**src/rtl/st_pkt_serializer.sv**
```systemverilog
// Width down-converter for the ready/valid packet stream: one wide word in,
// RATIO (or fewer, on a short eop word) little-endian narrow beats out.
module st_pkt_serializer #(
    parameter int unsigned IN_WIDTH  = 64,
    parameter int unsigned OUT_WIDTH = 16
) (
    input  logic                           clk,
    input  logic                           rst,
    input  logic                           in_valid,
    output logic                           in_ready,
    input  logic                           in_sop,
    input  logic                           in_eop,
    input  logic [IN_WIDTH-1:0]            in_data,
    input  logic [$clog2(IN_WIDTH/8)-1:0]  in_len,
    output logic                           out_valid,
    input  logic                           out_ready,
    output logic                           out_sop,
    output logic                           out_eop,
    output logic [OUT_WIDTH-1:0]           out_data,
    output logic [$clog2(OUT_WIDTH/8)-1:0] out_len
);

    localparam int unsigned RATIO     = IN_WIDTH / OUT_WIDTH;
    localparam int unsigned IN_BYTES  = IN_WIDTH / 8;
    localparam int unsigned OUT_BYTES = OUT_WIDTH / 8;
    localparam int unsigned IDX_W     = $clog2(RATIO);
    localparam int unsigned OLEN_W    = $clog2(OUT_BYTES);

    typedef enum logic {IDLE, SEND} state_t;

    state_t              state, state_d;
    logic [IN_WIDTH-1:0] shreg, shreg_d;
    logic [IDX_W-1:0]    idx, idx_d, idx_inc;
    logic [IDX_W-1:0]    last_idx, last_idx_d, cap_last;
    logic                eop_cap, eop_cap_d;
    logic [OLEN_W-1:0]   len_cap, len_cap_d, cap_rem, out_len_d;
    logic                out_valid_d, out_sop_d, out_eop_d;
    logic                last_beat, in_fire;
    int unsigned         nb;

    assign last_beat = (idx == last_idx);
    assign in_ready  = !rst && ((state == IDLE) || ((state == SEND) && out_ready && last_beat));
    assign in_fire   = in_valid && in_ready;
    assign idx_inc   = idx + IDX_W'(1);
    // The current beat always sits in the low lane of the shifting holding register.
    assign out_data  = shreg[OUT_WIDTH-1:0];

    // Byte count and final beat index of the word being offered.
    always_comb begin
        nb = IN_BYTES;
        if (in_eop && (in_len != '0)) begin
            nb = 32'(in_len);
        end
        cap_last = IDX_W'((nb + OUT_BYTES - 1) / OUT_BYTES - 1);
        cap_rem  = OLEN_W'(nb % OUT_BYTES);
    end

    // Next-state and next-output logic.
    always_comb begin
        state_d     = state;
        shreg_d     = shreg;
        idx_d       = idx;
        last_idx_d  = last_idx;
        eop_cap_d   = eop_cap;
        len_cap_d   = len_cap;
        out_valid_d = out_valid;
        out_sop_d   = out_sop;
        out_eop_d   = out_eop;
        out_len_d   = out_len;

        case (state)
            IDLE: state_d = IDLE;
            SEND: begin
                if (out_ready) begin
                    if (!last_beat) begin
                        shreg_d   = shreg >> OUT_WIDTH;
                        idx_d     = idx_inc;
                        out_sop_d = 1'b0;
                        out_eop_d = eop_cap && (idx_inc == last_idx);
                        out_len_d = (eop_cap && (idx_inc == last_idx)) ? len_cap : '0;
                    end else begin
                        state_d     = IDLE;
                        out_valid_d = 1'b0;
                        out_sop_d   = 1'b0;
                        out_eop_d   = 1'b0;
                        out_len_d   = '0;
                    end
                end
            end
            default: state_d = IDLE;
        endcase

        // A capture only happens from IDLE or on a completing last beat, so it wins.
        if (in_fire) begin
            state_d     = SEND;
            shreg_d     = in_data;
            idx_d       = '0;
            last_idx_d  = cap_last;
            eop_cap_d   = in_eop;
            len_cap_d   = cap_rem;
            out_valid_d = 1'b1;
            out_sop_d   = in_sop;
            out_eop_d   = in_eop && (cap_last == '0);
            out_len_d   = (in_eop && (cap_last == '0)) ? cap_rem : '0;
        end
    end

    always_ff @(posedge clk) begin
        if (rst) begin
            state     <= IDLE;
            shreg     <= '0;
            idx       <= '0;
            last_idx  <= '0;
            eop_cap   <= 1'b0;
            len_cap   <= '0;
            out_valid <= 1'b0;
            out_sop   <= 1'b0;
            out_eop   <= 1'b0;
            out_len   <= '0;
        end else begin
            state     <= state_d;
            shreg     <= shreg_d;
            idx       <= idx_d;
            last_idx  <= last_idx_d;
            eop_cap   <= eop_cap_d;
            len_cap   <= len_cap_d;
            out_valid <= out_valid_d;
            out_sop   <= out_sop_d;
            out_eop   <= out_eop_d;
            out_len   <= out_len_d;
        end
    end

endmodule

```
**config.mk**
```make
export PLATFORM = sky130hd
export DESIGN_NAME = st_pkt_serializer
export DESIGN_NICKNAME = d
export VERILOG_FILES = /design/src/rtl/st_pkt_serializer.sv
export SDC_FILE = /design/constraint.sdc
export NUM_CORES = 1
export LEC_CHECK = 0
export CORE_ASPECT_RATIO = 1.25
export CORE_MARGIN = 5
export CORE_UTILIZATION = 37
export DETAILED_ROUTE_END_ITERATION = 12
export SETUP_SLACK_MARGIN = 0.02
export SLEW_MARGIN = 20
export SYNTH_ARGS = -nofsm -noshare
export SYNTH_HDL_FRONTEND = slang
export SYNTH_SLANG_ARGS = --single-unit
export TNS_END_PERCENT = 10
```
**constraint.sdc**
```tcl
create_clock -name clk -period 2.6 [get_ports clk]
set_input_delay 0.78 -clock clk [delete_from_list [all_inputs] [get_ports clk]]
set_output_delay 0.78 -clock clk [all_outputs]
set_load 0.1 [all_outputs]
```
==> summary.txt <==
Critical path
  • CP delay by family, top: XOR/XNOR gates
  • Startpoint types: register
  • Buffer and inverter count on the worst path: 1
  • Crit path cell chain: xnor2_2, a31o_2, nor2b_4, buf_12
  • Worst Path Arrival: 1.71 ns
  • Max stage delay on crit path: 0.43 ns
  • Worst setup EP type: primary output
  • Crit path required time: 1.82 ns
  • Setup CP Type: reg -> out
  • CP max stage cell: xnor2_2
  • CP max FO: 6
  • Register-to-register setup slack: 0.76 ns

Yosys
  • Largest family of logic cells by synthesized area: compound AO/OA/AOI/OAI gates
  • Yosys cell types: 39
  • Mux cell area share after synthesis: 0.00283
  • Compound-Gate Fraction of Synth Area: 0.255
  • Dominant synthesized flop cell: dfxtp_1
  • Mapped Avg Cell Area: 8.30 um2
  • Ys async rst share: 0
  • Adder-Cell Fraction of Synth Area: 0.00706
  • Warnings, synthesis: 0
  • Seq/Total Area, Yosys: 0.424
  • Post-Synth XOR/XNOR Area: 0.0215
  • Synthesized area: 3540 um2
  • #FFs+latches synth: 75
  • Net count after synthesis: 502
  • Post-Synth Simple-Gate Area: 0.196
  • Cells after Synth: 427
  • Post-synth EDFFs: 0

Finish
  • Core Util, Final: 0.505
  • Area growth, synth to finish: 35.7%
  • Filler cells: around 940
  • Most frequent cells in the layout: 75 x dfxtp_1, 74 x nand2_1, 70 x clkdlybuf4s50_1, 45 x a21oi_1, 43 x nand3_1
  • Final cell count without fillers: 627
  • Area of the multi-input gates: 1740 um2
  • Share of cells above drive strength 1: 0.170
  • Sequential cell area: around 1500 um2
  • Post-route design area: ~4800 um2
  • Nets@finish: 571
  • Commonest non-fill, non-tap cell in the layout: dfxtp_1
  • Number of antenna diodes: 0

CTS
  • Root buffer cell: clkbuf_16
  • Clock latency on the worst-skew pair: 0.33 ns
  • Max Root-Sink Buffers: 2
  • Clock Sinks: 75
  • H-tree lvl count: 3
  • CTS tree: done
  • Cts bufs inserted: 9
  • Clk pin slew, worst setup/hold paths: approximately 0.06 ns
  • Hold_buf cts: 0

Power and ir drop
  • Power Density: 693 nW/um2
  • Leakage: 1.73 nW
  • Peak VDD IR: 345 uV
  • Total power: 3.33 mW

STA
  • Slew Viols, Final: 0
  • Final clock skew: between 0.004 and 0.005 ns
  • Final WS setup: approximately 0.11 ns
  • Final setup fails: 0
  • Final Hold Fails: 0
  • Worst-Margin Slew: just over 1 ns
  • Relative slew slack: 0.311
  • Period Utilization, post-route: 0.958
  • F_max: 401 MHz
  • RSZ-0062 raised after global routing: false
  • Post-layout min period: approximately 2.5 ns
  • Total negative slack: 0 ns
  • Fin Hold WS: 0.460 ns

Die
  • Die extent in x: 97.5 um
  • I/O pins: 94
  • Row cnt: 40
  • Die Height: 119 um
  • Initial Util: 0.372
  • Die Area: between 10000 and 15000 um2
  • Core area: 9510 um2

Routing
  • Vias/cell: ~5
  • Remaining DRCs: 0
  • Initial DRC Count: 165
  • Via Count: 3205
  • Overall routed net length: around 9.4 mm
  • Avg WL per Cell: 14.9 um
  • First drt pass iteration count: 4
  • Antenna Nets Post-Route: 0

GRT
  • Gr usage total: 0.163
  • First-pass GRT wire length: 15.5 mm
  • Initial antenna violation count: 0
  • Largest net degree at the start of global routing: 44
  • GR Overflow Total: 0
  • Number of global-route vias before repair: about 3100

Place
  • Inst Count DP: about 610
  • Dpl hpwl: roughly 6.8 mm
  • Pre-CTS setup slack: -0.0501 ns
  • Routability cong.: between 0.7 and 0.8
  • Post-DP Area: 4500 um2
  • Port Buffer Count: 93

Run
  • Max Cap Violations: 0

Run status
  • Status: complete, no violations

Worst hold path
  • Hold Crit Class: reg -> reg
cells in the mapped netlist, types with 2 or more instances:
library cell,instances,area share
a211oi_2,19,0.067
buf_4,19,0.040
a21oi_1,45,0.064
a31oi_1,25,0.044
buf_6,5,0.016
a311oi_1,2,0.0049
nand2b_1,2,0.0035
dfxtp_1,75,0.42
nor2_1,26,0.028
clkbuf_1,16,0.017
xnor2_2,2,0.0092
xor2_1,3,0.0074
and2_1,3,0.0053
xnor2_1,2,0.0049
buf_2,11,0.016
clkbuf_2,2,0.0028
ha_1,2,0.0071
nand3b_1,2,0.0042
inv_1,2,0.0021
a211oi_1,6,0.013
nor3_1,2,0.0028
nand3_1,43,0.061
o21ai_0,24,0.034
nand2_1,74,0.078
state kept, by name (all words and copies together) (netlist names):
signal and flops:
out_len 1, last_idx 2, eop_cap 1, shreg 64
out_valid 1, idx 2, len_cap 1, out_sop 1
out_eop 1, state 1
final cells by class:
type | count | area share
Clock buffer | 12 | 0.0534
Clock inverter | 4 | 0.0102
Inverter | 2 | 0.00156
Multi-Input combinational cell | 297 | 0.361
Sequential cell | 75 | 0.312
Tap cell | 126 | 0.0328
Timing Repair Buffer | 111 | 0.228
final timing paths:
check | end | startpoint | cells after the start
setup / recovery | in_ready | last_idx[1]$_SDFFE_PP0N_ | 4
hold / removal | len_cap$_SDFFE_PP0N_ | len_cap$_SDFFE_PP0N_ | 2
setup reg to reg | shreg[31]$_SDFFE_PP0P_ | state$_SDFF_PP0_ | 4
hold reg to reg | len_cap$_SDFFE_PP0N_ | len_cap$_SDFFE_PP0N_ | 2
layer usage:
layer  track usage  share of wire
met1         0.215           0.45
met2         0.261           0.49
met3        0.0275          0.043
met4        0.0727          0.014
met5             0              0
tightest hold or removal path, stage by stage (launching register included):
cell and delay [ns]:
dfxtp_1 0.31, nand2_1 0.05, a21oi_1 0.05
cell families (layout without fill, tap and decap cells):
group | after synthesis | in the layout
AND/OR/NAND/NOR | 157 | 157
multiplexers | 1 | 1
adder cells (fa/ha/maj) | 2 | 2
buffers and inverters | 55 | 129
XOR/XNOR | 7 | 7
flip-flops | 75 | 75
AO/OA/AOI/OAI | 130 | 130
timing repair:
item,in CTS,in global routing
endpoints found under the setup margin,1,0
buffers inserted,0,0
gates resized for setup,1,0
where the power goes:
part           switching (mW)  leakage, nW  internal (mW)  total (mW)
Clock                   0.460        0.153          0.794        1.25
Combinational           0.484        0.958          0.295       0.779
Sequential             0.0552        0.615           1.24        1.30
Note: power is estimated with default switching activity, not from simulation.
